<file path="config.mk">
export PLATFORM = sky130hd
export DESIGN_NAME = lfsr_gen_flat
export DESIGN_NICKNAME = d
export VERILOG_FILES = /design/src/rtl/lfsr_gen_if.sv /design/src/rtl/lfsr_gen.sv /design/src/flat_wrapper.sv
export SDC_FILE = /design/constraint.sdc
export NUM_CORES = 1
export LEC_CHECK = 0
export CORE_MARGIN = 10
export CORE_UTILIZATION = 41
export DETAILED_ROUTE_END_ITERATION = 8
export PLACE_DENSITY = 0.81
export SLEW_MARGIN = 20
export SYNTH_ARGS = -nofsm -noshare
export SYNTH_HDL_FRONTEND = slang
export SYNTH_SLANG_ARGS = --single-unit
</file>
<file path="constraint.sdc">
create_clock -name clk -period 1.4 [get_ports clk]
set_clock_uncertainty 0.1 [all_clocks]
set_input_delay 0.14 -clock clk [delete_from_list [all_inputs] [get_ports clk]]
set_output_delay 0.14 -clock clk [all_outputs]
set_load 0.05 [all_outputs]
</file>
<file path="src/rtl/lfsr_gen_if.sv">
// Handshake bundle for lfsr_gen: seed/load/count/enable requests in, LFSR value and status out.
// master drives the requests, slave is the sequencer.
interface lfsr_gen_if #(
    parameter int unsigned WIDTH   = 7,
    parameter int unsigned COUNT_W = 4
);
    logic [WIDTH-1:0]   seed;
    logic               load;
    logic [COUNT_W-1:0] n_shifts;
    logic               enable;
    logic [WIDTH-1:0]   lfsr_out;
    logic               shift_valid;
    logic               busy;
    logic               done;

    modport master (
        output seed, load, n_shifts, enable,
        input  lfsr_out, shift_valid, busy, done
    );

    modport slave (
        input  seed, load, n_shifts, enable,
        output lfsr_out, shift_valid, busy, done
    );
endinterface

</file>
<file path="src/rtl/lfsr_gen.sv">
// Parametrised Fibonacci LFSR sequencer: loads a seed, performs a programmed number of
// enabled shifts with a per-shift strobe, then parks in a sticky DONE state.
module lfsr_gen #(
    parameter int unsigned          WIDTH        = 7,
    parameter logic [WIDTH-1:0]     TAPS         = 7'b1100000,
    parameter int unsigned          COUNT_W      = 4,
    parameter logic [WIDTH-1:0]     DEFAULT_SEED = {{(WIDTH-1){1'b0}}, 1'b1}
) (
    input  logic        clk,
    input  logic        rst,
    lfsr_gen_if.slave   bus
);

    typedef enum logic [1:0] {StIdle, StRun, StDone} state_e;

    state_e             state_q, state_d;
    logic [WIDTH-1:0]   lfsr_q, lfsr_d;
    logic [COUNT_W-1:0] count_q, count_d;
    logic [COUNT_W-1:0] target_q, target_d;
    logic               valid_q, valid_d;

    logic [WIDTH-1:0]   lfsr_shift;
    logic [COUNT_W-1:0] count_inc;

    assign lfsr_shift = {lfsr_q[WIDTH-2:0], ^(lfsr_q & TAPS)};
    assign count_inc  = count_q + COUNT_W'(1);

    always_comb begin
        state_d  = state_q;
        lfsr_d   = lfsr_q;
        count_d  = count_q;
        target_d = target_q;
        valid_d  = 1'b0;

        if (bus.load) begin
            // A zero seed would lock the register, so substitute the default.
            lfsr_d   = (bus.seed == '0) ? DEFAULT_SEED : bus.seed;
            count_d  = '0;
            target_d = bus.n_shifts;
            state_d  = (bus.n_shifts == '0) ? StDone : StRun;
        end else begin
            case (state_q)
                StRun: begin
                    if (bus.enable) begin
                        lfsr_d  = lfsr_shift;
                        count_d = count_inc;
                        valid_d = 1'b1;
                        if (count_inc == target_q) begin
                            state_d = StDone;
                        end
                    end
                end
                default: ;
            endcase
        end
    end

    always_ff @(posedge clk) begin
        if (rst) begin
            state_q  <= StIdle;
            lfsr_q   <= '0;
            count_q  <= '0;
            target_q <= '0;
            valid_q  <= 1'b0;
        end else begin
            state_q  <= state_d;
            lfsr_q   <= lfsr_d;
            count_q  <= count_d;
            target_q <= target_d;
            valid_q  <= valid_d;
        end
    end

    assign bus.lfsr_out    = lfsr_q;
    assign bus.shift_valid = valid_q;
    assign bus.busy        = (state_q == StRun);
    assign bus.done        = (state_q == StDone);

endmodule

</file>
<file path="src/flat_wrapper.sv">
// flat-port wrapper written by rule: the top's interface ports become plain ports
module lfsr_gen_flat 
#(
    parameter int unsigned          WIDTH        = 7,
    parameter logic [WIDTH-1:0]     TAPS         = 7'b1100000,
    parameter int unsigned          COUNT_W      = 4,
    parameter logic [WIDTH-1:0]     DEFAULT_SEED = {{(WIDTH-1){1'b0}}, 1'b1}
)
  (clk, rst, bus_seed, bus_load, bus_n_shifts, bus_enable, bus_lfsr_out, bus_shift_valid, bus_busy, bus_done);
  lfsr_gen_if #(.WIDTH(WIDTH), .COUNT_W(COUNT_W)) bus_i ();
  input  logic clk;
  input  logic rst;
  input wire logic [$bits(bus_i.seed)-1:0] bus_seed;
  input wire logic [$bits(bus_i.load)-1:0] bus_load;
  input wire logic [$bits(bus_i.n_shifts)-1:0] bus_n_shifts;
  input wire logic [$bits(bus_i.enable)-1:0] bus_enable;
  output wire logic [$bits(bus_i.lfsr_out)-1:0] bus_lfsr_out;
  output wire logic [$bits(bus_i.shift_valid)-1:0] bus_shift_valid;
  output wire logic [$bits(bus_i.busy)-1:0] bus_busy;
  output wire logic [$bits(bus_i.done)-1:0] bus_done;
  assign bus_i.seed = bus_seed;
  assign bus_i.load = bus_load;
  assign bus_i.n_shifts = bus_n_shifts;
  assign bus_i.enable = bus_enable;
  assign bus_lfsr_out = bus_i.lfsr_out;
  assign bus_shift_valid = bus_i.shift_valid;
  assign bus_busy = bus_i.busy;
  assign bus_done = bus_i.done;
  lfsr_gen #(.WIDTH(WIDTH), .TAPS(TAPS), .COUNT_W(COUNT_W), .DEFAULT_SEED(DEFAULT_SEED)) u_core (.clk(clk), .rst(rst), .bus(bus_i));
endmodule
</file>
==> impl_metrics.py, run 1 <==
metrics = {
    "run_status": {
        "outcome": "complete, but fails checks",
        "violations": "negative setup slack",
    },
    "clocking": {
        "cts_sinks": 18,
        "tritoncts.num_buffers": 3,
        "cts.hold.buffers_added": 0,
        "cts_setup_buffers": 0,
        "cts-root-buf": "clkbuf_4",
        "clk_pin_slew_ns": 0.10,
        "h-tree-depth": 1,
        "cts-root-to-sink-buffers": 2,
        "cts_tree": "done",
        "clkLatencyLatePin_ns": 0.29,
    },
    "logic_synthesis": {
        "synth_warnings": 0,
        "post_synth_inst_count": 86,
        "synth_enable_flop_cells": 0,
        "asyncSetResetFlopFracSynth_pct": 0,
        "post_synth_and_or_nand_nor_area_fraction_pct": 16.2,
        "synth_seq_cells": 18,
        "yosys.area_share.xor_xnor_pct": 9.13,
        "synth_compound_area_share_pct": 6.67,
        "synth_top_family_by_area": "multiplexers",
        "synth.yosys.seq_area_share_pct": 41.7,
        "ys.flop_type": "dfxtp_1",
        "share_of_the_synthesized_area_in_the_top_cell_type_pct": 41.7,
        "synth_area_leader_cell": "dfxtp_1",
        "postSynthAreaPerCell_um2": 10.0,
        "synth_top_cells_by_area": "dfxtp_1 42%, mux2i_1 13%, mux2_2 7.8%",
        "arithmetic_cell_share_of_the_synthesized_area_counting_full_adders_half_adders_and_majority_gates_pct": 1.45,
        "synth_mux_area_share_pct": 20.6,
        "post_synth_instance_area_um2": 863,
        "post_synth_num_cell_types": 27,
        "postSynthNetCount": 102,
    },
    "place": {
        "globalplace.congestion": 0.831,
        "placement.io_buffers": 24,
        "place.detailed.hpwl_um": 1670,
        "place_inst": 141,
    },
    "worst_setup_path": {
        "cpLargestDelayFamily": "simple AND/OR/NAND/NOR gates",
        "timing.critical_path.buf_inv": 0,
        "worstSetupPathType": "reg2reg",
        "critPathSlowestCell": "dfxtp_2",
        "worstPathArrival_ns": 1.59,
        "worstSetupEndpointType": "flop",
        "cp_max_fo": 2,
        "cp.required_ns": 1.54,
        "cp_cell_sequence": "ha_4 -> xnor2_2 -> nand2_1 -> nor4_4 -> o311a_1",
        "max_stage_delay_ns": 0.35,
        "worstSetupStartpointType": "flop",
    },
    "final_layout": {
        "final_core_util_pct": 70.4,
        "drive_above_1_share_pct": 36.4,
        "mostFrequentLayoutCells": "16 x nor2_1, 15 x dfxtp_1, 14 x clkdlybuf4s50_1",
        "most_common_cell_after_layout_fill_and_taps_aside": "nor2_1",
        "areaGrowthSynthToFinish_pct": 61.6,
        "design.final.nets": 135,
        "multi_input_area_um2": 546,
        "antenna_cells_inserted": 0,
        "fill_cells": 149,
        "layout.area.seq_um2": 364,
        "stdcell_count": 145,
    },
    "detailed_routing": {
        "routed_wirelength_um": 2200,
        "number_of_iterations_in_the_first_detailed_routing_pass": 4,
        "post-route-drc-count": 0,
        "wl_per_cell_um": 15.2,
        "detail_route.vias_per_cell": 5.01,
        "drt-initial-drc-count": 25,
        "routed-via-count": 726,
        "detail-route-antenna-nets": 0,
    },
    "floorplanning": {
        "floorplan.die.height_um": 65.9,
        "design.die.area_mm2": 0.00434,
        "die_x_um": 65.9,
        "design.core.area_mm2": 0.00198,
        "pin_count": 25,
        "placementRows": 16,
        "initial_utilization_pct": 43.6,
    },
    "timing": {
        "max_freq_mhz": 688,
        "period_minus_slack_ns": 1.45,
        "relSlewSlack_pct": 70.2,
        "max_slew.worst_pin.slew_ns": 0.441,
        "timing.final.max_slew_violations": 0,
        "hold_viol_final": 0,
        "grt_setup_unrepaired": "yes",
        "finalSetupViolCount": 2,
        "layout_setup_ws_ns": -0.0537,
        "min_period_over_period_pct": 104,
    },
    "global_routing": {
        "global_route_wire_length_before_repair_um": 3680,
        "grt.total_usage_pct": 10.7,
        "vias_in_the_first_global_route": 792,
        "antenna_violations_before_repair": 0,
        "globalRouteOverflowTotal": 0,
        "grt_max_degree": 14,
    },
    "min_path": {
        "hp-class": "in2reg",
    },
    "run": {
        "maxCapViolCount": 0,
    },
    "power_and_ir_drop": {
        "p_leak_uw": 0.000602,
        "peakVddDrop_v": 0.000607,
        "power.density_mw_per_mm2": 861,
        "report.power.total_uw": 1200,
    },
}
[per-stage QoR]
step           area, um2  hold WS (ns)  setup WS [ns]  TNS [ns]
2_1_floorplan        885         0.113      -0.000376  -0.00113
3_5_place_dp        1300         0.395         -0.156     -1.46
5_1_grt             1400         0.418         -0.124    -0.439
4_1_cts             1340         0.391        -0.0582    -0.106
3_3_place_gp        1300         0.384         -0.122    -0.954
6_report            1400         0.392        -0.0537    -0.105
[state kept, by name (all words and copies together) (netlist names)]
signal                  cells
u_core.count_q              4
u_core.target_q             4
u_core.bus.lfsr_out         7
u_core.state_q              2
u_core.bus.shift_valid      1
[area by class of cell]
type	count	area share, %
Clock buffer	4	2.60
Inverter	2	0.538
Multi-Input combinational cell	61	39.1
Sequential cell	18	26.1
Tap cell	27	2.42
Timing Repair Buffer	33	29.2
[per-layer routing]
| metal | part of all wire, % | global-route usage, % |
|---|---|---|
| met4 | 2.4 | 4.81 |
| met1 | 39 | 11.1 |
| met2 | 48 | 17.3 |
| met5 | 0 | 0 |
| met3 | 11 | 5.76 |
[synthesized netlist by cell type (2+ instances only)]
master,number
a211oi_1,2
a21oi_1,2
buf_2,2
clkbuf_1,2
dfxtp_1,18
inv_1,2
mux2_2,6
mux2i_1,11
nor2_1,16
xnor2_1,6
xor2_1,3
[power by group]
| group | internal (uW) | switching (uW) | total [uW] |
|---|---|---|---|
| Sequential | 538 | 30.0 | 568 |
| Combinational | 171 | 145 | 315 |
| Clock | 158 | 160 | 318 |
| Total | 867 | 334 | 1200 |
[worst paths after layout]
kind                            from                endpoint  slack [ns]  cells past startpoint
setup / recovery   u_core.count_q[0]       u_core.state_q[1]       -0.05                      5
hold / removal           bus_seed[4]  u_core.bus.lfsr_out[4]        0.39                      3
hold reg to reg   u_core.target_q[0]      u_core.target_q[0]        0.43                      2
setup reg to reg   u_core.count_q[0]       u_core.state_q[1]       -0.05                      5
[worst reg2reg max path, cell delays in order (launching register included)]
cell and delay, ns:
dfxtp_2 0.35, ha_4 0.28, xnor2_2 0.10, nand2_1 0.11, nor4_4 0.28, o311a_1 0.19
[what timing repair did]
action                                  4_1_cts  5_1_grt
pin swaps                                     1        3
endpoints found under the setup margin        2        6
resized for setup                             1        9
[logic make-up (layout without fill, tap and decap cells)]
logic type	after synthesis	in the layout
mux	17	17
buf+inv	7	39
flops	18	18
xor+xnor	9	9
fa+ha+maj	1	1
compound gates	8	8
simple gates	26	26
Power figures use the tool's default switching activity.
==> inputs of run 2 (changes only) <==
- SKIP_LAST_GASP: unset -> 1
==> results of run 2 <==
Same layout as run 1: the final DEF is identical, and so are final timing and power.
